**src/rtl/fetch_sequencer_if.sv**
```systemverilog
// Bus between the fetch sequencer and its PC/ROM and decode/execute neighbours.
// The master modport is the sequencer; the slave modport is the datapath side.
interface fetch_sequencer_if #(
    parameter int ADDR_W = 8,
    parameter int DATA_W = 32,
    parameter int CNT_W  = 16
);
    logic              run;
    logic [DATA_W-1:0] rom_data;
    logic              exec_done;
    logic              branch_req;
    logic [ADDR_W-1:0] branch_target;
    logic              halt;
    logic              rom_rd;
    logic              pc_inc;
    logic              pc_load;
    logic [ADDR_W-1:0] pc_load_addr;
    logic [DATA_W-1:0] ir;
    logic              ir_valid;
    logic              halted;
    logic              busy;
    logic [CNT_W-1:0]  retired;

    modport master (
        input  run, rom_data, exec_done, branch_req, branch_target, halt,
        output rom_rd, pc_inc, pc_load, pc_load_addr, ir, ir_valid, halted, busy, retired
    );

    modport slave (
        output run, rom_data, exec_done, branch_req, branch_target, halt,
        input  rom_rd, pc_inc, pc_load, pc_load_addr, ir, ir_valid, halted, busy, retired
    );
endinterface

```
**src/rtl/fetch_sequencer.sv**
```systemverilog
// Fetch / decode / execute sequencer: owns PC advancement, strobes the ROM,
// latches the instruction register and counts retired instructions.
module fetch_sequencer #(
    parameter int ADDR_W  = 8,
    parameter int DATA_W  = 32,
    parameter int ROM_LAT = 1,
    parameter int CNT_W   = 16
) (
    input  logic               clk,
    input  logic               reset,
    fetch_sequencer_if.master  bus
);
    typedef enum logic [2:0] {
        S_IDLE,
        S_FETCH,
        S_DECODE,
        S_EXEC,
        S_HALTED
    } state_t;

    localparam logic [2:0] LAT_LAST = 3'(ROM_LAT - 1);

    state_t            r_state;
    state_t            w_next;
    logic [2:0]        r_lat_cnt;
    logic [DATA_W-1:0] r_ir;
    logic              r_ir_valid;
    logic [ADDR_W-1:0] r_load_addr;
    logic [CNT_W-1:0]  r_retired;

    logic w_lat_done;
    logic w_done;
    logic w_rom_rd;
    logic w_pc_inc;
    logic w_pc_load;
    logic w_halted;
    logic w_busy;

    assign w_lat_done = (r_lat_cnt == LAT_LAST);
    assign w_done     = (r_state == S_EXEC) && bus.exec_done;

    // State register
    always_ff @(posedge clk or posedge reset) begin
        if (reset) r_state <= S_IDLE;
        else       r_state <= w_next;
    end

    // Next-state logic
    always_comb begin
        w_next = r_state;
        case (r_state)
            S_IDLE:   if (bus.run) w_next = S_FETCH;
            S_FETCH:  if (w_lat_done) w_next = S_DECODE;
            S_DECODE: w_next = S_EXEC;
            S_EXEC: begin
                if (bus.exec_done) begin
                    if (bus.halt)     w_next = S_HALTED;
                    else if (bus.run) w_next = S_FETCH;
                    else              w_next = S_IDLE;
                end
            end
            S_HALTED: w_next = S_HALTED;
            default:  w_next = S_IDLE;
        endcase
    end

    // Output decode; PC strobes are Mealy on the exec_done cycle, halt suppresses both
    always_comb begin
        w_rom_rd  = (r_state == S_FETCH) && (r_lat_cnt == 3'd0);
        w_pc_inc  = w_done && !bus.halt && !bus.branch_req;
        w_pc_load = w_done && !bus.halt && bus.branch_req;
        w_halted  = (r_state == S_HALTED);
        w_busy    = (r_state == S_FETCH) || (r_state == S_DECODE) || (r_state == S_EXEC);
    end

    // Datapath registers: latency counter, IR, ir_valid pulse, load address, retire counter
    always_ff @(posedge clk or posedge reset) begin
        if (reset) begin
            r_lat_cnt   <= '0;
            r_ir        <= '0;
            r_ir_valid  <= 1'b0;
            r_load_addr <= '0;
            r_retired   <= '0;
        end else begin
            if (r_state == S_FETCH && !w_lat_done) r_lat_cnt <= r_lat_cnt + 3'd1;
            else                                   r_lat_cnt <= '0;
            if (r_state == S_DECODE) r_ir <= bus.rom_data;
            r_ir_valid <= (r_state == S_DECODE);
            if (w_pc_load) r_load_addr <= bus.branch_target;
            if (w_done && (r_retired != '1)) r_retired <= r_retired + 1'b1;
        end
    end

    // The load address is forwarded during the load cycle so the PC sees it on
    // that edge, and holds the registered copy otherwise.
    assign bus.pc_load_addr = w_pc_load ? bus.branch_target : r_load_addr;
    assign bus.rom_rd       = w_rom_rd;
    assign bus.pc_inc       = w_pc_inc;
    assign bus.pc_load      = w_pc_load;
    assign bus.ir           = r_ir;
    assign bus.ir_valid     = r_ir_valid;
    assign bus.halted       = w_halted;
    assign bus.busy         = w_busy;
    assign bus.retired      = r_retired;
endmodule

```
**src/flat_wrapper.sv**
```systemverilog
// flat-port wrapper written by rule: the top's interface ports become plain ports
module fetch_sequencer_flat 
#(
    parameter int ADDR_W  = 8,
    parameter int DATA_W  = 32,
    parameter int ROM_LAT = 1,
    parameter int CNT_W   = 16
)
  (clk, reset, bus_run, bus_rom_data, bus_exec_done, bus_branch_req, bus_branch_target, bus_halt, bus_rom_rd, bus_pc_inc, bus_pc_load, bus_pc_load_addr, bus_ir, bus_ir_valid, bus_halted, bus_busy, bus_retired);
  fetch_sequencer_if #(.ADDR_W(ADDR_W), .DATA_W(DATA_W), .CNT_W(CNT_W)) bus_i ();
  input  logic clk;
  input  logic reset;
  input wire logic [$bits(bus_i.run)-1:0] bus_run;
  input wire logic [$bits(bus_i.rom_data)-1:0] bus_rom_data;
  input wire logic [$bits(bus_i.exec_done)-1:0] bus_exec_done;
  input wire logic [$bits(bus_i.branch_req)-1:0] bus_branch_req;
  input wire logic [$bits(bus_i.branch_target)-1:0] bus_branch_target;
  input wire logic [$bits(bus_i.halt)-1:0] bus_halt;
  output wire logic [$bits(bus_i.rom_rd)-1:0] bus_rom_rd;
  output wire logic [$bits(bus_i.pc_inc)-1:0] bus_pc_inc;
  output wire logic [$bits(bus_i.pc_load)-1:0] bus_pc_load;
  output wire logic [$bits(bus_i.pc_load_addr)-1:0] bus_pc_load_addr;
  output wire logic [$bits(bus_i.ir)-1:0] bus_ir;
  output wire logic [$bits(bus_i.ir_valid)-1:0] bus_ir_valid;
  output wire logic [$bits(bus_i.halted)-1:0] bus_halted;
  output wire logic [$bits(bus_i.busy)-1:0] bus_busy;
  output wire logic [$bits(bus_i.retired)-1:0] bus_retired;
  assign bus_i.run = bus_run;
  assign bus_i.rom_data = bus_rom_data;
  assign bus_i.exec_done = bus_exec_done;
  assign bus_i.branch_req = bus_branch_req;
  assign bus_i.branch_target = bus_branch_target;
  assign bus_i.halt = bus_halt;
  assign bus_rom_rd = bus_i.rom_rd;
  assign bus_pc_inc = bus_i.pc_inc;
  assign bus_pc_load = bus_i.pc_load;
  assign bus_pc_load_addr = bus_i.pc_load_addr;
  assign bus_ir = bus_i.ir;
  assign bus_ir_valid = bus_i.ir_valid;
  assign bus_halted = bus_i.halted;
  assign bus_busy = bus_i.busy;
  assign bus_retired = bus_i.retired;
  fetch_sequencer #(.ADDR_W(ADDR_W), .DATA_W(DATA_W), .ROM_LAT(ROM_LAT), .CNT_W(CNT_W)) u_core (.clk(clk), .reset(reset), .bus(bus_i));
endmodule
```
**config.mk**
```make
export PLATFORM = sky130hd
export DESIGN_NAME = fetch_sequencer_flat
export DESIGN_NICKNAME = d
export VERILOG_FILES = /design/src/rtl/fetch_sequencer_if.sv /design/src/rtl/fetch_sequencer.sv /design/src/flat_wrapper.sv
export SDC_FILE = /design/constraint.sdc
export NUM_CORES = 1
export LEC_CHECK = 0
export BUFFER_PORTS_ARGS = -buffer_cell sky130_fd_sc_hd__buf_2
export CAP_MARGIN = 20
export CORE_ASPECT_RATIO = 0.7
export CORE_UTILIZATION = 43
export DETAILED_ROUTE_END_ITERATION = 6
export PLACE_DENSITY_LB_ADDON = 0.05
export SLEW_MARGIN = 20
export SYNTH_ARGS = -nofsm -noshare
export SYNTH_HDL_FRONTEND = slang
export SYNTH_SLANG_ARGS = --single-unit
```
**constraint.sdc**
```tcl
create_clock -name clk -period 2.15 [get_ports clk]
set_input_delay 0.43 -clock clk [delete_from_list [all_inputs] [get_ports clk]]
set_output_delay 0.43 -clock clk [all_outputs]
set_load 0.02 [all_outputs]
```
==> Yosys cells after proc, flatten, opt, wreduce, memory -nomap -nowiden <==
Cells that the tools add are included.
{ "op_classes": {"n_mux": 8, "reduce_logical": 15, "addsub": 2, "eq_ne": 8} }
{ "op_table": {"columns": ["cell", "count"], "rows": [
  ["16-bit by 1-bit adder with 16-bit output (second input constant)", 1],
  ["16-bit != test (second input constant)", 1],
  ["3-bit two-way mux", 5],
  ["3-bit one-hot mux with 5 select lines", 1],
  ["8-bit two-way mux", 1],
  ["1-bit logical AND", 7],
  ["3-bit by 2-bit equality test with 1-bit output (second input constant)", 2],
  ["3-bit zero test", 2],
  ["2-bit != test (second input constant)", 2],
  ["3-bit by 1-bit adder with 3-bit output (second input constant)", 1],
  ["3-bit by 1-bit equality test with 1-bit output (second input constant)", 1],
  ["3-bit equality test (second input constant)", 1],
  ["1-bit zero test", 3],
  ["3-bit AND reduction", 1],
  ["1-bit logical OR", 2],
  ["2-bit by 1-bit != test with 1-bit output (second input constant)", 1],
  ["1-bit two-way mux", 1]
]} }
{ "word_totals": {"ff_bits": 63, "in_bits": 46, "word_cells": 39} }

==> Logic depth before layout (Yosys ltp) <==
{ "logic_depth": {"depth_word": 5, "mapped_depth": 6, "depth_no_buf": 6} }

==> Least setup slack after synthesis <==
No wires, ideal clock.
{ "synth_timing": {"path_kind": "flip-flop to output port", "from": "register u_core.r_state[1]", "to": "output port bus_pc_load_addr[0]", "path_slack_ns": -0.088, "required_ns": 1.720, "stages_incl_launch_ff": 6, "t_arrival_ns": 1.808, "n_path_buf": 2, "cell_sequence": "dfrtp_1 clkbuf_1 nand4b_1 nor3b_1 buf_2 mux2_2"} }
{ "synth_via": {"elab_chain_len": 5} }
{ "synth_lines": {"columns": ["element", "line", "source"], "rows": [
  ["from (decl)", "fetch_sequencer.sv:23", "state_t r_state;"],
  ["from (signal assigned)", "fetch_sequencer.sv:45", "else r_state <= w_next;"],
  ["3-bit by 2-bit equality test with 1-bit output", "fetch_sequencer.sv:40", "assign w_done = (r_state == S_EXEC) && bus.exec_done;"],
  ["1-bit logical AND", "fetch_sequencer.sv:40", null],
  ["1-bit logical AND (2 in series)", "fetch_sequencer.sv:71", "w_pc_load = w_done && !bus.halt && bus.branch_req;"],
  ["named net bus_pc_load", "flat_wrapper.sv:21", "output wire logic [$bits(bus_i.pc_load)-1:0] bus_pc_load;"],
  ["8-bit two-way mux", "fetch_sequencer.sv:96", "assign bus.pc_load_addr = w_pc_load ? bus.branch_target : r_load_addr;"],
  ["to (decl)", "flat_wrapper.sv:22", "output wire logic [$bits(bus_i.pc_load_addr)-1:0] bus_pc_load_addr;"]
]} }
The timed path passes the listed nets, and every way through them passes these cells.

==> Worst setup path after layout <==
{ "layout_timing": {"from": "register u_core.r_state[2]", "to": "output port bus_pc_load_addr[7]"} }
{ "layout_via": {"elab_chain_len": 5} }
{ "layout_lines": {"columns": ["element", "line"], "rows": [
  ["3-bit by 2-bit equality test with 1-bit output", "fetch_sequencer.sv:40"],
  ["1-bit logical AND", "fetch_sequencer.sv:40"],
  ["1-bit logical AND (2 in series)", "fetch_sequencer.sv:71"],
  ["8-bit two-way mux", "fetch_sequencer.sv:96"]
]} }
Every way passes these cells.

==> run summary <==
======================================================================================
CTS Root Buffer Type .................................................... sky130_fd_sc_hd__clkbuf_8
Number of top-level pins ................................................          108
Post-Place Setup Slack ..................................................   0.09853 ns
Remaining global-route overflow .........................................            0
Per-cell routed wire length .............................................     14.03 um
Synth Net Count .........................................................          253
Count of different cell masters after synthesis .........................           33
Vias in the first global route ..........................................         1834
Maximum buffer depth of the clock tree ..................................            2
GRT Overall Usage .......................................................       0.1864
Cell-by-cell listing of the critical path ............................... nand4b_1 > nor3b_2 > buf_4 > mux2_4 > buf_6
Largest fanout on the critical path .....................................            5
Remaining routing DRC violations ........................................            0
CTS buffer count ........................................................            9
Total Neg Setup Slack ...................................................   -0.7019 ns
Detailed-routing iteration count for the pre-antenna-repair pass ........            4
Largest net degree at the start of global routing .......................           45
Share of the synthesized area in compound gates (AO/OA/AOI/OAI) .........      0.01694
# hold bufs at CTS ......................................................            0
Filler instances ........................................................          493
Share of the yosys chip area belonging to registers .....................       0.5929
Sum of net half-perimeters after detailed placement .....................      3950 um
Remaining antenna violation count after routing .........................            0
Maximum clock frequency .................................................   0.4436 GHz
Setup repair after global routing missed its margin .....................          yes
Area share of xor/xnor cells in the synthesized design ..................      0.05271
Placed inst area ........................................................    3338 um^2
Clock transition at path regs ...........................................      0.07 ns
Outcome ................................................................. finished with violations
Transition time at the pin with the least slew margin ...................    0.4609 ns
Hold Slack ..............................................................    0.1029 ns
Die Outline Area ........................................................    6507 um^2
Violations in the final reports ......................................... setup timing
Via-per-instance ratio ..................................................        4.812
Summed instance area of the synthesized netlist .........................    2659 um^2
Category of the worst setup path capture point .......................... primary output
Number of nets at the end of the flow ...................................          374
Tot Pwr .................................................................     5.443 mW
Cell types with the highest counts after synthesis ...................... 63 x sky130_fd_sc_hd__dfrtp_1, 41 x sky130_fd_sc_hd__mux2_2, 11 x sky130_fd_sc_hd__xnor2_1
Antenna violations before repair ........................................            0
Multiplexer fraction of the synthesized cell area .......................       0.1736
Most used flip-flop cell after synthesis ................................ sky130_fd_sc_hd__dfrtp_1
Data required, critical path ............................................      1.72 ns
Number of flops mapped to enable cells by yosys .........................            0
Initial core utilization ................................................       0.4551
Clk sink count ..........................................................           63
Wire length of the first global-routing pass ............................      8907 um
Setup skew after layout .................................................  0.008541 ns
Maximum Capacitance Violations ..........................................            0
Power density over cell area ............................................ 1490 nW/um^2
Slew Limit Fails ........................................................            0
Element type at the critical path start .................................     register
Post-synthesis cell type with the largest combined area ................. sky130_fd_sc_hd__dfrtp_1
Diodes inserted .........................................................            0
Violation count after the first detailed-routing iteration ..............           70
Leakage power ...........................................................     1.770 nW
Total Routed Length .....................................................      5669 um
Worst-Skew Late Latency .................................................      0.33 ns
Largest family of logic cells by synthesized area ....................... multiplexers
Synth area leaders ...................................................... sky130_fd_sc_hd__dfrtp_1 59%, sky130_fd_sc_hd__mux2_2 17%, sky130_fd_sc_hd__xnor2_1 3.6%, sky130_fd_sc_hd__xor2_1 1.6%, sky130_fd_sc_hd__nor3_1 1.5%
Worst IR Drop VDD .......................................................  0.0008993 V
Smallest setup slack after layout .......................................   -0.1045 ns
Classification of the worst-slack hold path ............................. primary input to async pin
Die height ..............................................................     67.79 um
Library cell contributing the largest single delay on the critical path . sky130_fd_sc_hd__dfrtp_1
Crit path largest cell delay ............................................      0.37 ns
Vias ....................................................................         1944
Avg Synthesized Cell Area ...............................................   13.03 um^2
Fraction of layout cells with a size suffix above 1 .....................       0.5532
Simple-gate area share of the yosys netlist .............................       0.1280
Number of endpoints failing setup at the final stage ....................            8
Headroom to the max-slew limit ..........................................       0.6923
I/O Buffers .............................................................          107
Clock tree from TritonCTS ...............................................         done
Total number of H-tree levels ...........................................            3
Syn-to-layout area delta ................................................       37.36%
Period utilisation layout ...............................................        1.049
Final hold violations ...................................................            0
Width of the die ........................................................     95.99 um
Placement row count .....................................................           23
Register bit total from synthesis .......................................           63
Final critical path time including I/O delays and setup .................     2.254 ns
Number of synthesis warnings ............................................            0
Synthesized-area fraction occupied by adder cells .......................      0.01412
Share of synthesized flip-flops with an asynchronous set or reset .......        1.000
Portion of synthesized cell area occupied by the leading cell type ......       0.5929
Final RePlAce weighted congestion .......................................       0.7344
Core area ...............................................................    5842 um^2
Post-route design area ..................................................    3652 um^2
Type of the worst setup path ............................................ register to primary output
Endpoint arrival time on the critical path ..............................      1.82 ns
Most numerous cell in the Yosys netlist ................................. sky130_fd_sc_hd__dfrtp_1
Cell count after synthesis ..............................................          204
======================================================================================
critical path: cells and delay by family, from the launching register on:
| kind | cells | cell delay [ns] |
|---|---|---|
| and+or+nand+nor | 2 | 0.46 |
| DFF | 1 | 0.37 |
| buffers and inverters | 2 | 0.34 |
| muxes | 1 | 0.32 |
per-layer routing:
metal / global-route usage / vias up / wire length (um)
li1: - / 956 / -
met2: 0.2748 / 61 / 2556
met4: 0.05597 / 0 / 51
met5: 0 / - / 0
met3: 0.07995 / 8 / 359
met1: 0.2482 / 919 / 2702
cell type report:
class | count | area [um^2] | share of cell area
inverter | 6 | 22.52 | 0.006167
clock inverter | 3 | 42.54 | 0.01165
multi-input combinational | 127 | 1067 | 0.2922
tap | 75 | 93.84 | 0.02569
sequential | 63 | 1578 | 0.4320
clock buffer | 12 | 155.1 | 0.04248
timing repair buffer | 118 | 693.2 | 0.1898
per-stage QoR:
step	instances	utilization
global placement	386	0.5714
finish	404	0.6252
floorplan	204	-
detailed placement	386	0.5714
CTS	404	0.6237
global route	404	0.6252
layout by cell type (no fill, tap or decap), drive strengths merged, types with 2 or more instances in the layout:
master / Yosys / layout
buf: 4 / 118
dfrtp: 63 / 63
mux2: 41 / 41
clkbuf: 4 / 12
xnor2: 11 / 11
nor3: 8 / 8
nor2: 8 / 8
nand2: 8 / 8
nand4: 6 / 6
nand3: 6 / 6
inv: 6 / 6
xor2: 5 / 5
nor4: 3 / 3
nand3b: 3 / 3
a21oi: 3 / 3
nor3b: 3 / 3
ha: 3 / 3
and2: 2 / 2
nand2b: 2 / 2
o21ai: 2 / 2
and3: 2 / 2
or3: 2 / 2
logic make-up (layout without fill, tap and decap cells):
family                   count (synthesis)  after routing
AO/OA/AOI/OAI                            8              8
adder cells (fa/ha/maj)                  3              3
flip-flops                              63             63
multiplexers                            41             41
AND/OR/NAND/NOR                         59             59
XOR/XNOR                                16             16
buffers and inverters                   14            139
timing repair:
| item | in CTS | in global routing |
|---|---|---|
| buffers inserted | 2 | 0 |
| cloned | 1 | 0 |
| pin swaps | 1 | 1 |
| setup endpoints to repair | 8 | 10 |
| hold endpoints to repair | 0 | 0 |
| resized for setup | 27 | 3 |
power breakdown:
group / leakage [nW] / switching, mW / internal, mW / total, mW
sequential: 0.774 / 0.241 / 1.67 / 1.91
clock: 0.0985 / 0.439 / 0.591 / 1.03
combinational: 0.898 / 1.33 / 1.18 / 2.51
total: 1.77 / 2.01 / 3.43 / 5.44
state kept, by name, indices dropped and copies added, names as in the netlist:
name	flops
u_core.bus.ir	32
u_core.bus.retired	16
u_core.r_load_addr	8
u_core.r_lat_cnt	3
u_core.r_state	3
u_core.bus.ir_valid	1
path summary, 6_finish.rpt:
| check | from | to | slack (ns) | cells after the start |
|---|---|---|---|---|
| worst max-delay path | u_core.r_state[2]$_DFFE_PP0P_ | bus_pc_load_addr[7] | -0.10 | 5 |
| worst min-delay path | reset | u_core.bus.ir[17]$_DFFE_PP0P_ | 0.10 | 2 |
| worst max register to register | u_core.bus.retired[1]$_DFFE_PP0P_ | u_core.bus.retired[14]$_DFFE_PP0P_ | 0.14 | 5 |
| worst min register to register | u_core.r_lat_cnt[0]$_DFF_PP0_ | u_core.r_lat_cnt[0]$_DFF_PP0_ | 0.46 | 1 |
| max in group asynchronous | reset | u_core.bus.retired[0]$_DFFE_PP0P_ | 1.45 | 3 |
| min in group clk | bus_rom_data[17] | u_core.bus.ir[17]$_DFFE_PP0P_ | 0.33 | 2 |
Power figures use the tool's default switching activity.
